--- src/rtl/kp_scanner.sv ---
// kp_scanner: keypad column scanner with row synchronizer, post-switch
// blanking and press/release debouncing in front of the keypad decoder.
module kp_scanner #(
    parameter int unsigned SCAN_DIV       = 50000,
    parameter int unsigned DEBOUNCE_TICKS = 20
) (
    input  logic       clk,
    input  logic       reset_n,
    input  logic [3:0] kpr,
    output logic [3:0] kpc,
    output logic [3:0] kpr_q,
    output logic       kp_valid,
    output logic       kp_press
);

    localparam int unsigned DIV_W = $clog2(SCAN_DIV);
    localparam int unsigned DEB_W = $clog2(DEBOUNCE_TICKS + 1);

    typedef enum logic [1:0] {
        SCAN     = 2'd0,
        DEBOUNCE = 2'd1,
        PRESSED  = 2'd2,
        RELEASE  = 2'd3
    } state_t;

    state_t           state;
    state_t           state_nxt;
    logic [3:0]       kpr_m;
    logic [3:0]       kpr_s;
    logic [3:0]       kpr_v;
    logic [DIV_W-1:0] div_cnt;
    logic             tick;
    logic [1:0]       blank_cnt;
    logic [3:0]       cap;
    logic [3:0]       cap_nxt;
    logic [DEB_W-1:0] deb_cnt;
    logic [DEB_W-1:0] deb_nxt;
    logic [DEB_W-1:0] deb_inc;
    logic             deb_last;
    logic             row_idle;
    logic             row_onehot;
    logic             row_bad;
    logic             rotate;
    logic [3:0]       kpc_nxt;
    logic [3:0]       kpr_q_nxt;
    logic             valid_nxt;
    logic             press_nxt;

    assign tick       = (div_cnt == DIV_W'(SCAN_DIV - 1));
    assign kpr_v      = (blank_cnt != 2'd0) ? 4'b1111 : kpr_s;
    assign row_idle   = (kpr_v == 4'b1111);
    assign row_onehot = $onehot(~kpr_v);
    assign row_bad    = !row_idle && !row_onehot;
    assign deb_last   = (deb_cnt == DEB_W'(DEBOUNCE_TICKS - 1));
    assign deb_inc    = (deb_cnt == DEB_W'(DEBOUNCE_TICKS)) ? deb_cnt : deb_cnt + DEB_W'(1);

    // Two-flop synchronizer for the asynchronous row inputs
    always_ff @(posedge clk or negedge reset_n) begin
        if (!reset_n) begin
            kpr_m <= 4'b1111;
            kpr_s <= 4'b1111;
        end else begin
            kpr_m <= kpr;
            kpr_s <= kpr_m;
        end
    end

    // Free-running scan tick divider, independent of the FSM
    always_ff @(posedge clk or negedge reset_n) begin
        if (!reset_n) begin
            div_cnt <= '0;
        end else if (tick) begin
            div_cnt <= '0;
        end else begin
            div_cnt <= div_cnt + DIV_W'(1);
        end
    end

    // Mask rows for three cycles after a column switch (covers synchronizer lag)
    always_ff @(posedge clk or negedge reset_n) begin
        if (!reset_n) begin
            blank_cnt <= 2'd0;
        end else if (rotate) begin
            blank_cnt <= 2'd3;
        end else if (blank_cnt != 2'd0) begin
            blank_cnt <= blank_cnt - 2'd1;
        end
    end

    // FSM state register
    always_ff @(posedge clk or negedge reset_n) begin
        if (!reset_n) begin
            state <= SCAN;
        end else begin
            state <= state_nxt;
        end
    end

    // FSM next-state decode
    always_comb begin
        state_nxt = state;
        case (state)
            SCAN: begin
                if (row_onehot) state_nxt = DEBOUNCE;
            end
            DEBOUNCE: begin
                if (row_idle) begin
                    state_nxt = SCAN;
                end else if (!row_bad && (kpr_v == cap) && tick && deb_last) begin
                    state_nxt = PRESSED;
                end
            end
            PRESSED: begin
                if (row_idle) state_nxt = RELEASE;
            end
            RELEASE: begin
                if (!row_idle) begin
                    state_nxt = PRESSED;
                end else if (tick && deb_last) begin
                    state_nxt = SCAN;
                end
            end
            default: state_nxt = SCAN;
        endcase
    end

    // FSM datapath/output decode: next values for column, capture, counter and outputs
    always_comb begin
        kpc_nxt   = kpc;
        kpr_q_nxt = kpr_q;
        valid_nxt = kp_valid;
        press_nxt = 1'b0;
        cap_nxt   = cap;
        deb_nxt   = deb_cnt;
        rotate    = 1'b0;
        case (state)
            SCAN: begin
                if (row_onehot) begin
                    cap_nxt = kpr_v;
                    deb_nxt = '0;
                end else if (tick && row_idle) begin
                    rotate  = 1'b1;
                    kpc_nxt = {kpc[0], kpc[3:1]};
                end
            end
            DEBOUNCE: begin
                if (row_idle || row_bad) begin
                    deb_nxt = '0;
                end else if (kpr_v != cap) begin
                    cap_nxt = kpr_v;
                    deb_nxt = '0;
                end else if (tick) begin
                    deb_nxt = deb_inc;
                    if (deb_last) begin
                        kpr_q_nxt = cap;
                        valid_nxt = 1'b1;
                        press_nxt = 1'b1;
                    end
                end
            end
            PRESSED: begin
                if (row_idle) deb_nxt = '0;
            end
            RELEASE: begin
                if (!row_idle) begin
                    deb_nxt = '0;
                end else if (tick) begin
                    deb_nxt = deb_inc;
                    if (deb_last) begin
                        valid_nxt = 1'b0;
                        kpr_q_nxt = 4'b1111;
                    end
                end
            end
            default: ;
        endcase
    end

    // Registered datapath and outputs
    always_ff @(posedge clk or negedge reset_n) begin
        if (!reset_n) begin
            kpc      <= 4'b0111;
            kpr_q    <= 4'b1111;
            kp_valid <= 1'b0;
            kp_press <= 1'b0;
            cap      <= 4'b1111;
            deb_cnt  <= '0;
        end else begin
            kpc      <= kpc_nxt;
            kpr_q    <= kpr_q_nxt;
            kp_valid <= valid_nxt;
            kp_press <= press_nxt;
            cap      <= cap_nxt;
            deb_cnt  <= deb_nxt;
        end
    end

endmodule

--- config.mk ---
export PLATFORM = sky130hd
export DESIGN_NAME = kp_scanner
export DESIGN_NICKNAME = d
export VERILOG_FILES = /design/src/rtl/kp_scanner.sv
export SDC_FILE = /design/constraint.sdc
export NUM_CORES = 1
export LEC_CHECK = 0
export CORE_ASPECT_RATIO = 1.75
export CORE_UTILIZATION = 55
export DETAILED_ROUTE_END_ITERATION = 6
export DONT_BUFFER_PORTS = 1
export GPL_TIMING_DRIVEN = 0
export PLACE_DENSITY = 0.72
export SYNTH_ARGS = -nofsm -noshare
export SYNTH_HDL_FRONTEND = slang
export SYNTH_SLANG_ARGS = --single-unit
--- constraint.sdc ---
create_clock -name clk -period 2.85 [get_ports clk]
set_input_delay 0.1425 -clock clk [delete_from_list [all_inputs] [get_ports clk]]
set_output_delay 0.1425 -clock clk [all_outputs]
set_load 0.02 [all_outputs]
Word-level counts from Yosys, hierarchy flattened
Cells that the tools add are included.

Add/sub/neg operators: 6. Eq/ne operators: 22. Mux-type cells: 47. Bitwise operators: 2. Reductions and logical operators: 20.

Operators with widths (number): 4-bit two-way mux (11); 5-bit two-way mux (7); 2-bit != test (second input constant) (10); 5-bit one-hot mux with 4 select lines (1); 16-bit by 1-bit adder with 16-bit output (second input constant) (1); 16-bit equality test (second input constant) (1); 16-bit two-way mux (1); 2-bit two-way mux (8); 4-bit one-hot mux with 2 select lines (2); 1-bit two-way mux (15); 5-bit equality test (second input constant) (2); 2-bit one-hot mux with 4 select lines (1); 4-bit AND reduction (2); 8-bit AND reduction (1); 2-bit nonzero test (4); 1-bit logical AND (6); 3-bit != test (second input constant) (2); 5-bit by 1-bit adder with 5-bit output (second input constant) (1); 1-bit by 1-bit adder with 2-bit output (2); 2-bit equality test (second input constant) (2); 4-bit equality test (1); 4-bit equality test (second input constant) (1); 4-bit != test (1); 4-bit inverter (1); 11 further kinds (13).

Register bits after elaboration: 47. Input port bits: 6. Output and inout port bits: 10. Word-level logic and storage cells: 108.

Logic depth before layout (Yosys ltp)
Gate-level depths: netlist (run 1).

Depth after elaboration: 15. Depth in mapped cells: 13.

Worst setup path before layout (run 1)
OpenSTA, ideal clock, no wires.

Kind: register to register. From: reg blank_cnt[0]. To: reg cap[0]. Setup time: 82 ps. Data arrival time: 2724 ps. Data required time: 2768 ps. Path slack: 44 ps. Stages on the path, launching flop included: 13. Buffers on the path: 1. Clock period less this slack: 2806 ps. Path through: dfrtp_1 -> inv_1 -> ha_1 -> buf_4 -> inv_1 -> nor2_1 -> ha_1 -> ha_1 -> ha_1 -> nor3b_1 -> nor2b_1 -> a21bo_2 -> mux2_2.

Longest elaborated chain between the ends: 11. Elaborated cells on any way between the ends: 21.

RTL lines: start: declaration (line 33) `logic [1:0] blank_cnt;`; start signal: assignment (line 86) `blank_cnt <= blank_cnt - 2'd1;`; 2-bit nonzero test (*) (line 50) `assign kpr_v = (blank_cnt != 2'd0) ? 4'b1111 : kpr_s;`; 4-bit two-way mux (*) (line 50); 4-bit inverter (line 52) `assign row_onehot = $onehot(~kpr_v);`; 1-bit by 1-bit adder with 2-bit output (not written as such) (line 52); 2-bit by 2-bit adder with 3-bit output (not written as such) (line 52); 3-bit by 1-bit equality test with 1-bit output (line 52); 1-bit logical NOT (line 53) `assign row_bad = !row_idle && !row_onehot;`; 1-bit logical AND (line 53); 1-bit logical OR (line 147) `if (row_idle || row_bad) begin`; 2-bit != test (no line); 4-bit AND reduction (no line); end signal: assignment (line 193) `cap <= cap_nxt;`; end: declaration (line 34) `logic [3:0] cap;`.

Every way passes the cells marked *; elsewhere a longest branch is shown, timed or not. The select of a mux whose other input is x is not followed. A chain may end at the register's enable or synchronous reset.

Final worst setup path (run 1)
Ends and elaborated chain as after synthesis.

==> results of run 1 <==
==> cell type report <==
cell class / instances / area, um^2
Buffer: 4 / 22.5
Clock buffer: 7 / 108
Clock inverter: 1 / 5.00
Fill cell: 294 / 1250
Inverter: 10 / 42.5
Multi-Input combinational cell: 143 / 1090
Sequential cell: 47 / 1200
Tap cell: 48 / 60.1
Timing Repair Buffer: 16 / 156
==> through the flow <==
step	cell area [um^2]	power [mW]	worst slack [ns]	util
2_1_floorplan	2290	0.910	0.0443	-
3_3_place_gp	2350	0.943	-0.208	0.597
3_5_place_dp	2350	0.953	-0.319	0.597
4_1_cts	2590	1.45	0.0124	0.658
5_1_grt	2690	1.55	-0.0603	0.682
6_report	2690	1.48	0.0843	0.682
==> registers in the layout (all words and copies together) (netlist names), named ones only <==
register / cells
blank_cnt: 2
kpr_m: 4
kpr_s: 4
state: 1
kp_valid: 1
kpc: 4
kp_press: 1
cap: 4
kpr_q: 4
div_cnt: 16
deb_cnt: 5
==> cell usage after synthesis, types with 4 or more instances <==
master / instances
mux2_2: 8
nand2_1: 19
ha_1: 7
inv_1: 10
nand3_1: 11
dfrtp_1: 28
mux2i_1: 4
nor2_1: 15
xor2_1: 11
nand4_1: 5
o22a_1: 4
xnor2_1: 8
dfstp_2: 19
nand2b_1: 4
==> critical path: stages, from the launching register on <==
cell     delay [ns]
dfrtp_1        0.35
inv_1          0.04
ha_1           0.19
buf_6          0.13
inv_6          0.07
nor2_4         0.04
ha_1           0.30
ha_2           0.20
ha_4           0.22
nor3b_4        0.31
nor2b_2        0.27
a21bo_2        0.29
mux2_2         0.29
==> routing by layer <==
metal | wire length (um) | global-route usage
met1 | 1720 | 0.249
met3 | 109 | 0.0506
met2 | 2740 | 0.439
met5 | 0 | 0
met4 | 78 | 0.0909
==> timing repair <==
action | CTS | global route
pin swaps | 3 | 3
hold buffers | 6 | 0
endpoints found under the setup margin | 18 | 18
buffers inserted | 3 | 7
endpoints found under the hold margin | 51 | 0
resized for setup | 8 | 9
==> where the power goes <==
group | leakage, nW | switching [mW] | total [mW] | internal [mW]
Sequential | 0.571 | 0.0589 | 0.792 | 0.733
Clock | 0.0594 | 0.211 | 0.460 | 0.248
Combinational | 0.533 | 0.112 | 0.225 | 0.113
Total | 1.16 | 0.383 | 1.48 | 1.09
==> path summary, 6_finish.rpt <==
check | from | endpoint | slack [ns] | depth (start not counted)
worst max-delay path | blank_cnt[0] | cap[0] | 0.08 | 12
worst min-delay path | reset_n | blank_cnt[0] | 0.35 | 2
worst max register to register | blank_cnt[0] | cap[0] | 0.08 | 12
worst min register to register | kpr_m[0] | kpr_s[0] | 0.36 | 0
max in group asynchronous | reset_n | kpr_m[2] | 2.23 | 2
min in group clk | kpr_m[0] | kpr_s[0] | 0.36 | 0
==> kinds of logic (layout without fill, tap and decap cells) <==
kind of cell / Yosys count / count (layout)
buffers and inverters: 15 / 38
adders and majority gates: 7 / 7
and+or+nand+nor: 79 / 79
AOI/OAI and AO/OA: 26 / 26
xor gates and xnor gates: 19 / 19
DFF: 47 / 47
muxes: 12 / 12
==> flow_metrics.tcl, run 1 <==
set metrics [dict create \
    core_area_um2 3940 \
    cts_buffer_depth 2 \
    pwr_density_cell_nw_per_um2 550 \
    clockRootBuffer "clkbuf_8" \
    path_class "flop to flop" \
    synth_compound_area_frac 0.0884 \
    fin_crit_sh 0.970 \
    totalWireLength_um 4640 \
    ant_nets 0 \
    gr-total-overflow 0 \
    synth_fa_ha_area_frac 0.0382 \
    hold_violations 0 \
    clk_latency_ns 0.30 \
    cp_data_arrival_time_ns 3.00 \
    ys_types 45 \
    first_iter_violations 33 \
    ys_async_sr_fraction 1.00 \
    fmax_ghz 0.362 \
    outcome "completed" \
    synth_edf_count 0 \
    fin_crit_ns 2.77 \
    fin_nets 240 \
    syn_to_final_growth_pct 17.1 \
    layout_common_cells "dfrtp_1, dfstp_2, nand2_1" \
    final_common_cell "dfrtp_1" \
    grt_pass1_wl_um 7640 \
    io_buffers 0 \
    drt-wirelength-per-cell_um 16.8 \
    synth_flop_cell "dfrtp_1" \
    maxCapViolations 0 \
    grt_max_degree 48 \
    crit_fanout 5 \
    antenna_found_initial 0 \
    required_ns 3.08 \
    worst_pin_slew_ns 0.630 \
    whs_ns 0.353 \
    drc 0 \
    total_leakage_power_nw 1.16 \
    placementRows 30 \
    grt_usage 0.235 \
    syn_area_um2 2290 \
    synth_top_cell_by_area "dfrtp_1" \
    first_pass_iters 4 \
    synth_seq_cells 47 \
    synth_top_family_by_area "simple AND/OR/NAND/NOR gates" \
    dieArea_um2 4440 \
    tns_ns 0 \
    finalNonFillerCells 276 \
    syn_inst 205 \
    fp.dieH_um 87.4 \
    start_kind "flop" \
    slew_viol_final 0 \
    relSlewSlack 0.580 \
    dp.cells 253 \
    ios 16 \
    hpwl_um 3080 \
    htreeDepth 2 \
    vias_per_cell 5.88 \
    syn-mean-instance-area_um2 11.2 \
    synth_area_leaders "dfrtp_1, dfstp_2, xor2_1" \
    synthMuxAreaShare 0.0567 \
    cts_tree "yes" \
    fp.dieW_um 50.8 \
    vdd_ir_drop_max_uv 519 \
    cts_buffers 5 \
    hp-class "input port to asynchronous set/reset pin" \
    start_util 0.582 \
    yosysWarnings 0 \
    drive_gt1_frac 0.289 \
    finalClockSkew_ns 0.0107 \
    synth_xor_area_frac 0.0726 \
    synth_top_cell_area_share 0.306 \
    diodes 0 \
    clk_pin_slew_ns 0.09 \
    grt_pass1_vias 1679 \
    synth-simple-area-share 0.194 \
    cts_num_sinks 47 \
    place_congestion 0.798 \
    setup_violations 0 \
    yosysSeqAreaShare 0.523 \
    end_kind "flop" \
    num_vias 1624 \
    syn_nets 218 \
]
Power figures use the tool's default switching activity.
==> run 2, diff against run 1 <==
CORE_UTILIZATION = 40   (was 55)
PLACE_DENSITY = 0.55   (was 0.72)
==> run 2 against run 1 <==
Net effect:
- cell area is 0.19% higher
- utilization is 20 points lower
- critical path type unchanged
- via count down 4.3%
- worst hold slack better by 0.0076 ns
- sequential share of layout area down 0.083 points
- maximum frequency rose by 2.5%
- non-clock buffer count is 3 lower
- first-iteration DRC count fell by 21%
- sequential power is essentially flat
==> flow_metrics.tcl, run 2 (same netlist as run 1, synthesis figures left out) <==
set metrics [dict create \
    clockRootBuffer "clkbuf_8" \
    cp-startpoint "blank_cnt[0]" \
    final_core_util 0.486 \
    drt-wirelength-per-cell_um 13.9 \
    placementRows 36 \
    cts_buffer_depth 2 \
    diodes 0 \
    maxCapViolations 0 \
    finalClockSkew_ns 0.00722 \
    vias_per_cell 5.16 \
    start_kind "flop" \
    layout_common_cells "dfrtp_1, dfstp_2, nand2_1" \
    power.total_mw 1.56 \
    drive_gt1_frac 0.262 \
    r2r_cells 14 \
    cts_num_sinks 47 \
    r2r-end "deb_cnt[2]" \
    antenna_found_initial 0 \
    dieArea_um2 6050 \
    drc 0 \
    gr-total-overflow 0 \
    fp.dieH_um 102 \
    crit_fanout 6 \
    first_iter_violations 26 \
    required_ns 3.08 \
    path_class "flop to flop" \
    start_util 0.414 \
    r2r-start "blank_cnt[0]" \
    grt_pass1_wl_um 7200 \
    hold_violations 0 \
    first_pass_iters 4 \
    cp_data_arrival_time_ns 2.93 \
    reg2reg_slack_ns 0.15 \
    largest_reg_flops 16 \
    fin_nets 237 \
    grt_pass1_vias 1575 \
    hpwl_um 3000 \
    fin_crit_ns 2.70 \
    fmax_ghz 0.371 \
    ant_nets 0 \
    met2_usage 0.289 \
    num_vias 1554 \
    hp-class "flop to flop" \
    grt_usage 0.160 \
    reg_top3 "div_cnt (16), deb_cnt (5)" \
    fp.dieW_um 59.2 \
    core_area_um2 5540 \
    final_common_cell "dfrtp_1" \
    gr-usage-met1 0.170 \
    outcome "completed" \
    vdd_ir_drop_max_uv 461 \
    syn_to_final_growth_pct 17.3 \
    fin_crit_sh 0.947 \
    ios 16 \
    grt_max_degree 48 \
    relSlewSlack 0.578 \
    finalNonFillerCells 301 \
    htreeDepth 2 \
    pwr_density_cell_nw_per_um2 579 \
    totalWireLength_um 4190 \
    cts_tree "yes" \
    regMostFlops "div_cnt" \
    tns_ns 0 \
    hold_depth 0 \
    cts_buffers 5 \
    met3_usage 0.0291 \
    rsz0062_at_grt "false" \
    endpoint "deb_cnt[2]" \
    end_kind "flop" \
    slew_viol_final 0 \
    clk_latency_ns 0.30 \
    dp.cells 281 \
    worst_pin_slew_ns 0.633 \
    io_buffers 0 \
    whs_ns 0.361 \
    total_leakage_power_nw 1.16 \
    place_congestion 0.749 \
    clk_pin_slew_ns 0.09 \
    setup_violations 0 \
    top_usage_layer "met2" \
]
## run 2: worst min-delay path by stage
stage / slack [ns] / startpoint / endpoint
6_report: 0.36 / kpr_m[3] / kpr_s[3]
4_1_cts: 0.36 / kpr_m[3] / kpr_s[3]
5_1_grt: 0.36 / kpr_m[3] / kpr_s[3]
2_1_floorplan: -0.15 / reset_n / asynchronous set/reset pin
3_5_place_dp: -0.15 / reset_n / blank_cnt[0]
3_3_place_gp: -0.15 / reset_n / blank_cnt[0]
## run 2: power breakdown
part	internal (mW)	switching, mW
Sequential	0.733	0.0576
Combinational	0.0959	0.0967
Clock	0.350	0.225
Total	1.18	0.379
## run 2: repair_timing
item / 4_1_cts / 5_1_grt
cloned: 0 / 0
gates resized for setup: 9 / 1
hold buffers: 6 / 0
pin swaps: 4 / 4
endpoints found under the setup margin: 22 / 6
hold endpoints to repair: 51 / 0
setup buffers: 4 / 3
## run 2: metrics by stage
step,worst slack [ns],area (um^2)
2_1_floorplan,0.0443,2290
3_3_place_gp,-0.359,2390
3_5_place_dp,-0.419,2390
4_1_cts,0.0548,2670
5_1_grt,0.00290,2690
6_report,0.152,2690
## run 2: metal layers
metal,part of all wire,routed length (um),vias to the layer above
li1,-,-,754
met3,0.020,84,12
met1,0.39,1640,769
met4,0.032,136,0
met2,0.56,2330,19
met5,0,0,-
## run 2: worst max-delay path, cell delays in order, from the launching register on
cell and delay (ns):
dfrtp_1 0.35, inv_1 0.04, ha_1 0.19, buf_6 0.12, inv_4 0.06, nor2_2 0.04
ha_1 0.29, ha_1 0.21, ha_4 0.22, nor3b_4 0.28, nand2_2 0.12, o31ai_4 0.29
buf_4 0.18, a41oi_1 0.11, nor2_1 0.12
## run 2: cell type report
class                   instances  area [um^2]
plain buffers                   4         22.5
clock inverters                 3         66.3
multi-input cells             143         1070
repair buffers                 13          130
flip-flops and latches         47         1200
well taps                      76         95.1
inverters                      10         40.0
fillers                       528         2850
clock buffers                   5         68.8
==> run 3, diff against run 2 <==
PLACE_DENSITY = 0.53   (was 0.55)
clock period = 3.1 ns   (was 2.85 ns; I/O delays follow)
==> run 3 against run 2 <==
Net effect:
- sequential share of layout area is 1.0 points higher
- non-clock buffer count is 2 lower
- register-to-register slack better by 0.05 ns
- sequential power is 8.3% lower
- total power is 13% lower
- combinational power is 8% lower
- utilization is 1.1 points lower
- highest routed layer unchanged
- sequential cell count stayed put
- wire length is 3.4% higher
- worst setup slack better by 0.048 ns
- global-route usage is 0.62 points higher
==> flow_metrics.tcl, run 3 (same netlist as run 1, synthesis figures left out) <==
set metrics [dict create \
    outcome "completed" \
    finalClockSkew_ns 0.0125 \
    end_kind "flop" \
    num-fill-cells 530 \
    postPlaceCellArea_um2 2390 \
    fin_nets 235 \
    grt_pass1_wl_um 7500 \
    r2r_cells 12 \
    htreeDepth 2 \
    maxCapViolations 0 \
    io_buffers 0 \
    clockRootBuffer "clkbuf_8" \
    fp.dieH_um 102 \
    highest_layer "met4" \
    grt_usage 0.166 \
    gr-total-overflow 0 \
    first_iter_violations 61 \
    layout_common_cells "dfrtp_1, dfstp_2, nand2_1" \
    hp-class "input port to asynchronous set/reset pin" \
    cts_tree "yes" \
    total_leakage_power_nw 1.13 \
    crit_fanout 7 \
    clk_pin_slew_ns 0.09 \
    worst_pin_slew_ns 0.637 \
    placementRows 36 \
    dr_wl_met3_um 90 \
    drive_gt1_frac 0.242 \
    regMostFlops "div_cnt" \
    totalWireLength_um 4340 \
    ios 16 \
    dieArea_um2 6050 \
    syn_to_final_growth_pct 14.7 \
    path_class "flop to flop" \
    vdd_ir_drop_max_uv 288 \
    finalNonFillerCells 299 \
    vias_per_cell 5.24 \
    slew_viol_final 0 \
    num_vias 1566 \
    start_kind "flop" \
    first_pass_iters 4 \
    cp_data_arrival_time_ns 3.14 \
    grt_pass1_vias 1677 \
    drc 0 \
    setup_violations 0 \
    whs_ns 0.348 \
    hpwl_um 3140 \
    final_common_cell "dfrtp_1" \
    reg2reg_slack_ns 0.20 \
    final_area_um2 2630 \
    clk_latency_ns 0.30 \
    hold_violations 0 \
    place_congestion 0.741 \
    cts_buffers 5 \
    power.total_mw 1.36 \
    r2r-start "kpr_s[1]" \
    grt_max_degree 48 \
    fin_crit_sh 0.935 \
    fmax_ghz 0.345 \
    wl_met2_um 2480 \
    start_util 0.414 \
    fp.dieW_um 59.2 \
    drt-wirelength-per-cell_um 14.5 \
    diodes 0 \
    antenna_found_initial 0 \
    fin_crit_ns 2.90 \
    cts_num_sinks 47 \
    largest_reg_flops 16 \
    reg_top3 "div_cnt (16), deb_cnt (5)" \
    wl_met1_um 1700 \
    rsz0062_at_grt "false" \
    ant_nets 0 \
    core_area_um2 5540 \
    tns_ns 0 \
    pwr_density_cell_nw_per_um2 517 \
    relSlewSlack 0.575 \
    dp.cells 281 \
    r2r-end "deb_cnt[2]" \
    cts_buffer_depth 2 \
    required_ns 3.34 \
]
[run 3: worst max-delay path by stage]
| stage | from | depth (start not counted) | to | slack, ns |
|---|---|---|---|---|
| finish | kpr_s[1] | 12 | deb_cnt[2] | 0.20 |
| global route | blank_cnt[1] | 14 | deb_cnt[2] | 0.007 |
| CTS | blank_cnt[0] | 13 | deb_cnt[0] | 0.05 |
| detailed placement | blank_cnt[0] | 13 | deb_cnt[0] | -0.09 |
| global placement | blank_cnt[0] | 13 | deb_cnt[0] | -0.02 |
| floorplan | blank_cnt[0] | 12 | cap[0] | 0.29 |
[run 3: layout make-up]
type | instances | area [um^2] | area share
inverters | 10 | 37.5 | 0.0143
clock buffers | 5 | 68.8 | 0.0262
flip-flops and latches | 47 | 1200 | 0.456
multi-input cells | 143 | 1050 | 0.398
clock inverters | 3 | 46.3 | 0.0176
repair buffers | 10 | 108 | 0.0409
well taps | 76 | 95.1 | 0.0361
plain buffers | 5 | 27.5 | 0.0105
[run 3: critical path: stages, from the launching register on]
cell and delay, ns:
dfstp_2 0.52, buf_2 0.17, xnor2_1 0.14, nor2_1 0.06, ha_1 0.27, ha_1 0.19
ha_1 0.31, nor3b_4 0.28, nand2_2 0.12, o31ai_4 0.36, buf_4 0.18, a41oi_1 0.10
nor2_1 0.12
[run 3: power breakdown]
group | internal [mW] | switching, mW | leakage [nW]
logic | 0.0852 | 0.0918 | 0.509
clock network | 0.243 | 0.214 | 0.0548
registers | 0.674 | 0.0515 | 0.571
[run 3: per-stage QoR]
step | utilization | setup slack (ns)
finish | 0.475 | 0.200
global route | 0.475 | 0.00745
CTS | 0.467 | 0.0547
detailed placement | 0.431 | -0.0858
global placement | 0.431 | -0.0246
floorplan | - | 0.294
[run 3: timing repair]
action                                 CTS  global route
pin swaps                                0             2
resized for setup                        1             5
gates cloned                             0             0
hold buffers                             6             0
buffers inserted                         0             4
endpoints found under the hold margin   51             0
setup endpoints to repair               11            12
[run 3: layer usage]
layer	track usage	vias to the layer above
li1	-	751
met4	0.0659	0
met2	0.309	16
met3	0.0266	5
met1	0.180	794
met5	0	-
